`src/rtl/m_st7789_rcv.sv`:
```
// ST7789 SPI receiver: samples SCL/SDA/DC, assembles bytes and decodes CASET/RASET/RAMWR
// into pixel write strobes with a {y,x} address and frame bookkeeping.
module m_st7789_rcv #(
    parameter int unsigned W_MAX   = 239,
    parameter int unsigned H_MAX   = 239,
    parameter int unsigned IDLE_TO = 16
) (
    input  logic        w_clk,
    input  logic        w_rst,
    input  logic        i_scl,
    input  logic        i_sda,
    input  logic        i_dc,
    input  logic        i_res,
    output logic        o_byte_valid,
    output logic [8:0]  o_byte,
    output logic [7:0]  o_cmd,
    output logic        o_we,
    output logic [15:0] o_waddr,
    output logic [15:0] o_wdata,
    output logic        o_frame_done,
    output logic [15:0] o_frame_cnt,
    output logic        o_err
);

    typedef enum logic [2:0] {StIdle, StCaset, StRaset, StRamwr, StOther} state_e;

    localparam logic [15:0] IdleLast = 16'(IDLE_TO - 1);
    localparam logic [15:0] IdleSat  = 16'(IDLE_TO);

    logic scl_s1_q, scl_s2_q, scl_s3_q;
    logic sda_s1_q, sda_s2_q;
    logic dc_s1_q, dc_s2_q;
    logic res_s1_q, res_s2_q;
    logic clr;

    // Display reset acts like w_rst on everything except the frame counter
    assign clr = w_rst | ~res_s2_q;

    always_ff @(posedge w_clk) begin
        if (w_rst) begin
            res_s1_q <= 1'b1;
            res_s2_q <= 1'b1;
        end else begin
            res_s1_q <= i_res;
            res_s2_q <= res_s1_q;
        end
    end

    always_ff @(posedge w_clk) begin
        if (clr) begin
            scl_s1_q <= 1'b1;
            scl_s2_q <= 1'b1;
            scl_s3_q <= 1'b1;
            sda_s1_q <= 1'b1;
            sda_s2_q <= 1'b1;
            dc_s1_q  <= 1'b0;
            dc_s2_q  <= 1'b0;
        end else begin
            scl_s1_q <= i_scl;
            scl_s2_q <= scl_s1_q;
            scl_s3_q <= scl_s2_q;
            sda_s1_q <= i_sda;
            sda_s2_q <= sda_s1_q;
            dc_s1_q  <= i_dc;
            dc_s2_q  <= dc_s1_q;
        end
    end

    // Byte assembly
    logic [7:0]  sr_q, sr_d;
    logic [2:0]  bit_cnt_q, bit_cnt_d;
    logic [15:0] idle_cnt_q, idle_cnt_d;
    logic        err_q, err_d;
    logic        byte_valid_q, byte_valid_d;
    logic [8:0]  byte_q, byte_d;
    logic        fall;

    assign fall = scl_s3_q & ~scl_s2_q;

    always_comb begin
        sr_d         = sr_q;
        bit_cnt_d    = bit_cnt_q;
        idle_cnt_d   = 16'd0;
        err_d        = 1'b0;
        byte_valid_d = 1'b0;
        byte_d       = byte_q;
        if (scl_s2_q) begin
            idle_cnt_d = (idle_cnt_q == IdleSat) ? idle_cnt_q : idle_cnt_q + 16'd1;
        end
        if (fall) begin
            sr_d      = {sr_q[6:0], sda_s2_q};
            bit_cnt_d = bit_cnt_q + 3'd1;
            if (bit_cnt_q == 3'd7) begin
                byte_valid_d = 1'b1;
                byte_d       = {dc_s2_q, sr_q[6:0], sda_s2_q};
            end
        end else if (scl_s2_q && bit_cnt_q != 3'd0 && idle_cnt_q == IdleLast) begin
            bit_cnt_d = 3'd0;
            err_d     = 1'b1;
        end
    end

    // Command/data decoder
    state_e      state_q, state_d;
    logic [2:0]  param_idx_q, param_idx_d;
    logic [7:0]  win_lo_q, win_lo_d;
    logic [7:0]  xs_q, xs_d, xe_q, xe_d, ys_q, ys_d, ye_q, ye_d;
    logic [7:0]  x_q, x_d, y_q, y_d;
    logic [7:0]  pix_hi_q, pix_hi_d;
    logic        hi_valid_q, hi_valid_d;
    logic [7:0]  cmd_q, cmd_d;
    logic        we_q, we_d;
    logic [15:0] waddr_q, waddr_d, wdata_q, wdata_d;
    logic        frame_done_q, frame_done_d;
    logic [15:0] frame_cnt_q, frame_cnt_d;
    logic [7:0]  rx_byte;

    assign rx_byte = byte_d[7:0];

    always_comb begin
        state_d      = state_q;
        param_idx_d  = param_idx_q;
        win_lo_d     = win_lo_q;
        xs_d         = xs_q;
        xe_d         = xe_q;
        ys_d         = ys_q;
        ye_d         = ye_q;
        x_d          = x_q;
        y_d          = y_q;
        pix_hi_d     = pix_hi_q;
        hi_valid_d   = hi_valid_q;
        cmd_d        = cmd_q;
        we_d         = 1'b0;
        waddr_d      = waddr_q;
        wdata_d      = wdata_q;
        frame_done_d = 1'b0;
        frame_cnt_d  = frame_cnt_q;
        if (byte_valid_d) begin
            if (!byte_d[8]) begin
                cmd_d       = rx_byte;
                param_idx_d = 3'd0;
                hi_valid_d  = 1'b0;
                case (rx_byte)
                    8'h2A: state_d = StCaset;
                    8'h2B: state_d = StRaset;
                    8'h2C: begin
                        state_d = StRamwr;
                        x_d     = xs_q;
                        y_d     = ys_q;
                    end
                    default: state_d = StOther;
                endcase
            end else begin
                case (state_q)
                    StCaset, StRaset: begin
                        if (param_idx_q != 3'd4) param_idx_d = param_idx_q + 3'd1;
                        if (param_idx_q == 3'd1) win_lo_d = rx_byte;
                        // Window only changes once the end-low byte completes it
                        if (param_idx_q == 3'd3) begin
                            if (state_q == StCaset) begin
                                xs_d = win_lo_q;
                                xe_d = rx_byte;
                            end else begin
                                ys_d = win_lo_q;
                                ye_d = rx_byte;
                            end
                        end
                    end
                    StRamwr: begin
                        if (!hi_valid_q) begin
                            pix_hi_d   = rx_byte;
                            hi_valid_d = 1'b1;
                        end else begin
                            hi_valid_d = 1'b0;
                            we_d       = 1'b1;
                            wdata_d    = {pix_hi_q, rx_byte};
                            waddr_d    = {y_q, x_q};
                            if (x_q == xe_q) begin
                                x_d = xs_q;
                                if (y_q == ye_q) begin
                                    y_d          = ys_q;
                                    frame_done_d = 1'b1;
                                    frame_cnt_d  = frame_cnt_q + 16'd1;
                                end else begin
                                    y_d = y_q + 8'd1;
                                end
                            end else begin
                                x_d = x_q + 8'd1;
                            end
                        end
                    end
                    default: ;
                endcase
            end
        end
    end

    always_ff @(posedge w_clk) begin
        if (clr) begin
            sr_q         <= 8'd0;
            bit_cnt_q    <= 3'd0;
            idle_cnt_q   <= 16'd0;
            err_q        <= 1'b0;
            byte_valid_q <= 1'b0;
            byte_q       <= 9'd0;
            state_q      <= StIdle;
            param_idx_q  <= 3'd0;
            win_lo_q     <= 8'd0;
            xs_q         <= 8'd0;
            xe_q         <= 8'(W_MAX);
            ys_q         <= 8'd0;
            ye_q         <= 8'(H_MAX);
            x_q          <= 8'd0;
            y_q          <= 8'd0;
            pix_hi_q     <= 8'd0;
            hi_valid_q   <= 1'b0;
            cmd_q        <= 8'd0;
            we_q         <= 1'b0;
            waddr_q      <= 16'd0;
            wdata_q      <= 16'd0;
            frame_done_q <= 1'b0;
        end else begin
            sr_q         <= sr_d;
            bit_cnt_q    <= bit_cnt_d;
            idle_cnt_q   <= idle_cnt_d;
            err_q        <= err_d;
            byte_valid_q <= byte_valid_d;
            byte_q       <= byte_d;
            state_q      <= state_d;
            param_idx_q  <= param_idx_d;
            win_lo_q     <= win_lo_d;
            xs_q         <= xs_d;
            xe_q         <= xe_d;
            ys_q         <= ys_d;
            ye_q         <= ye_d;
            x_q          <= x_d;
            y_q          <= y_d;
            pix_hi_q     <= pix_hi_d;
            hi_valid_q   <= hi_valid_d;
            cmd_q        <= cmd_d;
            we_q         <= we_d;
            waddr_q      <= waddr_d;
            wdata_q      <= wdata_d;
            frame_done_q <= frame_done_d;
        end
    end

    always_ff @(posedge w_clk) begin
        if (w_rst) begin
            frame_cnt_q <= 16'd0;
        end else if (res_s2_q) begin
            frame_cnt_q <= frame_cnt_d;
        end
    end

    assign o_byte_valid = byte_valid_q;
    assign o_byte       = byte_q;
    assign o_cmd        = cmd_q;
    assign o_we         = we_q;
    assign o_waddr      = waddr_q;
    assign o_wdata      = wdata_q;
    assign o_frame_done = frame_done_q;
    assign o_frame_cnt  = frame_cnt_q;
    assign o_err        = err_q;

endmodule

```
`config.mk`:
```
export PLATFORM = sky130hd
export DESIGN_NAME = m_st7789_rcv
export DESIGN_NICKNAME = d
export VERILOG_FILES = /design/src/rtl/m_st7789_rcv.sv
export SDC_FILE = /design/constraint.sdc
export NUM_CORES = 1
export LEC_CHECK = 0
export CORE_MARGIN = 3
export CORE_UTILIZATION = 51
export CTS_CLUSTER_DIAMETER = 40
export DETAILED_ROUTE_END_ITERATION = 7
export GPL_TIMING_DRIVEN = 0
export PLACE_DENSITY = 0.76
export SLEW_MARGIN = 30
export SYNTH_ARGS = -nofsm -noshare
export SYNTH_HDL_FRONTEND = slang
export SYNTH_SLANG_ARGS = --single-unit
```
`constraint.sdc`:
```
create_clock -name w_clk -period 2.21 [get_ports w_clk]
set_clock_uncertainty 0.05 [all_clocks]
set_input_delay 0.442 -clock w_clk [delete_from_list [all_inputs] [get_ports w_clk]]
set_output_delay 0.442 -clock w_clk [all_outputs]
set_load 0.05 [all_outputs]
```
==> impl_summary.log <==
[metrics] initial standard-cell utilization of the core: 0.526
[metrics] area of placed instances: 0.00834 sq mm
[metrics] Nets: 978
[metrics] CTS clk-pin slew, worst paths: 60 ps
[metrics] setup slack after layout: -29.8 ps
[metrics] number of buffers created by CTS: 17
[metrics] setup total negative slack: -29.8 ps
[metrics] critical path launch point: bit_cnt_q[0]
[metrics] timing-limited maximum frequency: 446 MHz
[metrics] worst ir drop on vdd: 0.538 mV
[metrics] layout cell share with drive strength beyond 1: 0.140
[metrics] antenna violations before repair: 0
[metrics] start-to-end type of the worst setup path: flop to flop
[metrics] post-layout instance count excluding filler cells: 1153
[metrics] clock net sink count: 175
[metrics] critical path data required time: 2510 ps
[metrics] Total Wirelength: 18600 um
[metrics] Max Cap Violations: 0
[metrics] signed area change from the synthesized netlist to the final layout: 27.5%
[metrics] Remaining Overflow, GRT: 0
[metrics] cell mode on critical path: sky130_fd_sc_hd__ha_4
[metrics] DR WL/cell: 16.2 um
[metrics] placed wire-length estimate: 12500 um
[metrics] total number of vias: 6420
[metrics] final period utilization: 1.01
[metrics] power density of the placed cells: 660 mW/mm^2
[metrics] proportion of register bits with asynchronous set or reset after synthesis: 0
[metrics] most used flip-flop cell after synthesis: sky130_fd_sc_hd__dfxtp_1
[metrics] area of the mapped netlist: 0.00736 sq mm
[metrics] Min-Delay Startpoint: scl_s1_q
[metrics] Post-Synthesis Net Count: 870
[metrics] RSZ-0062 raised after global routing: yes
[metrics] count of antenna diodes in the layout: 0
[metrics] sort of element at the start of the critical path: flop
[metrics] total instance count after detailed placement: 1106
[metrics] IO Port Bufs: 74
[metrics] worst path buffer plus inverter count: 0
[metrics] cell type of the slowest stage on the worst timing path: sky130_fd_sc_hd__or4_1
[metrics] Worst Hold Class: flop to flop
[metrics] Synth Warn #: 0
[metrics] maximum root-to-sink buffer count: 2
[metrics] violated checks: negative setup slack
[metrics] synthesized instance count: 852
[metrics] average cell area after synthesis: 8.64 sq um
[metrics] remaining max-slew budget at the tightest pin: 0.591
[metrics] Final Slew Violations: 0
[metrics] total die area: 0.0159 sq mm
[metrics] area of the core: 0.0140 sq mm
[metrics] final setup vio count: 1
[metrics] number of vias per cell: 5.57
[metrics] crit path cell chain: ha_4, ha_4, and4b_2, nand3_4, nand3b_4, or4_1, a21oi_1
[metrics] final std cell area, no fill: 0.00939 sq mm
[metrics] global placement routability congestion: 0.854
[metrics] number of H-tree levels: 4
[metrics] critical path arrival: 2540 ps
[metrics] Die Span X: 126 um
[metrics] slowest cell delay on critical path: 590 ps
[metrics] clock period minus final worst setup slack: 2240 ps
[metrics] EDFF count, synth: 0
[metrics] synth unique cells: 54
[metrics] capturing element type of the critical path: flop
[metrics] Worst Path Max Fanout: 5
[metrics] clock tree from TritonCTS: done
[metrics] detailed router's first-iteration violation count: 534
[metrics] LEAKAGE: 0.00349 uW
[metrics] overall global routing resource usage: 0.231
[metrics] Die Ht: 126 um
[metrics] Std-Cell Rows: 43
[metrics] Pre-Repair DR Iteration Count: 4
[metrics] maximum number of pins on one net before global-route repair: 17
[metrics] source-to-sink clock delay at the later pin of the worst-skew pair: 440 ps
[metrics] remaining antenna violation count: 0
[metrics] DRC violation count after routing: 0
[metrics] measured slew at the worst slew-check pin: 613 ps
[metrics] first-pass GRT wire length: 29600 um
[metrics] result of the run: complete, but fails checks
[metrics] post-synthesis sequential area ratio: 0.476
[metrics] Ports: 75
[metrics] CP top delay family: simple AND/OR/NAND/NOR gates
[metrics] hold violation count in the final report: 0
[metrics] reg2reg start: bit_cnt_q[0]
[metrics] CTS root buf: sky130_fd_sc_hd__clkbuf_16
[metrics] post-synthesis sequential element count: 175
[metrics] vias in the first global route: 5849
## sequential cells by signal (all words and copies together), names as in the netlist, 9 cells and up
| register | cells |
|---|---|
| o_frame_cnt | 16 |
| o_byte | 9 |
| o_wdata | 16 |
| o_waddr | 16 |
| idle_cnt_q | 16 |
## layer usage
layer	GRT usage	part of all wire
met5	0	0
met4	0.0776	0.022
met3	0.0577	0.056
met2	0.359	0.46
met1	0.317	0.46
## stage by stage
stage | hold slack [ps] | total power [uW] | utilization | worst slack (ps)
CTS | 365 | 6210 | 0.654 | -138
global route | 386 | 6370 | 0.671 | -44.9
global placement | 341 | 3380 | 0.595 | -766
finish | 363 | 6200 | 0.671 | -29.8
floorplan | 336 | 3330 | - | 12.4
detailed placement | 349 | 3390 | 0.596 | -813
## logic make-up after synthesis
| group | share of synthesized area |
|---|---|
| multiplexers | 0.0443 |
| AO/OA/AOI/OAI | 0.142 |
| AND/OR/NAND/NOR | 0.244 |
| adder cells (fa/ha/maj) | 0.0204 |
| buffers and inverters | 0.0374 |
| XOR/XNOR | 0.0357 |
| flip-flops | 0.476 |
## layout make-up
class	count	area, sq um
fillers	1124	4600
repair buffers	93	906
well taps	180	225
clock buffers	21	450
flip-flops and latches	175	3510
multi-input cells	610	3880
plain buffers	49	250
inverters	14	52.6
clock inverters	11	109
## worst paths after layout
path	endpoint	slack, ps	cells past startpoint
worst min register to register	scl_s2_q	360	1
worst max register to register	o_frame_cnt[6]	-30	7
worst min-delay path	scl_s2_q	360	1
worst max-delay path	o_frame_cnt[6]	-30	7
## synthesized netlist by cell type, drive strengths merged (10+ instances only)
cell / instances / area, sq um
mux2: 13 / 146
clkbuf: 45 / 170
nor2b: 19 / 119
nor2: 78 / 293
nand2: 153 / 574
o211ai: 16 / 120
nand4: 10 / 62.6
nor3: 17 / 90.1
o21ai: 12 / 60.1
dfxtp: 175 / 3500
and3: 12 / 75.1
ha: 12 / 150
xor2: 22 / 193
a211oi: 29 / 218
inv: 14 / 52.6
a21oi: 75 / 375
nand3: 23 / 128
mux2i: 18 / 180
## cell usage in the layout, fill, tap and decap left out, types with 7 or more instances in the layout
| cell | count |
|---|---|
| sky130_fd_sc_hd__nand2b_1 | 7 |
| sky130_fd_sc_hd__a21oi_1 | 70 |
| sky130_fd_sc_hd__clkbuf_2 | 7 |
| sky130_fd_sc_hd__nand2_1 | 152 |
| sky130_fd_sc_hd__a22oi_1 | 7 |
| sky130_fd_sc_hd__o211ai_1 | 16 |
| sky130_fd_sc_hd__mux2_2 | 10 |
| sky130_fd_sc_hd__dlymetal6s2s_1 | 8 |
| sky130_fd_sc_hd__xnor2_1 | 8 |
| sky130_fd_sc_hd__mux2i_1 | 10 |
| sky130_fd_sc_hd__and3_1 | 11 |
| sky130_fd_sc_hd__clkbuf_1 | 34 |
| sky130_fd_sc_hd__clkbuf_16 | 17 |
| sky130_fd_sc_hd__inv_1 | 14 |
| sky130_fd_sc_hd__nand3_1 | 22 |
| sky130_fd_sc_hd__nand4_1 | 10 |
| sky130_fd_sc_hd__nor2b_1 | 19 |
| sky130_fd_sc_hd__nor3_2 | 8 |
| sky130_fd_sc_hd__ha_1 | 10 |
| sky130_fd_sc_hd__xor2_1 | 22 |
| sky130_fd_sc_hd__dfxtp_1 | 168 |
| sky130_fd_sc_hd__buf_4 | 20 |
| sky130_fd_sc_hd__o21ai_0 | 9 |
| sky130_fd_sc_hd__a211oi_1 | 29 |
| sky130_fd_sc_hd__nor2_1 | 77 |
| sky130_fd_sc_hd__clkdlybuf4s50_1 | 65 |
## power breakdown
part | switching [uW] | internal [uW] | leakage, uW
clock network | 1290 | 1590 | 0.000261
logic | 101 | 38.1 | 0.00181
registers | 13.7 | 3170 | 0.00142
## worst register-to-register path: stages, from the launching register on
cell	delay, ps
sky130_fd_sc_hd__dfxtp_4	360
sky130_fd_sc_hd__ha_4	140
sky130_fd_sc_hd__ha_4	130
sky130_fd_sc_hd__and4b_2	290
sky130_fd_sc_hd__nand3_4	120
sky130_fd_sc_hd__nand3b_4	250
sky130_fd_sc_hd__or4_1	600
sky130_fd_sc_hd__a21oi_1	210
## what timing repair did
item / in CTS / in global routing
endpoints found under the setup margin: 94 / 109
gates cloned: 2 / 0
resized for setup: 46 / 56
buffers inserted: 8 / 9
hold buffers: 0 / 0
pin swaps: 7 / 1
(Power assumes the default switching activity.)
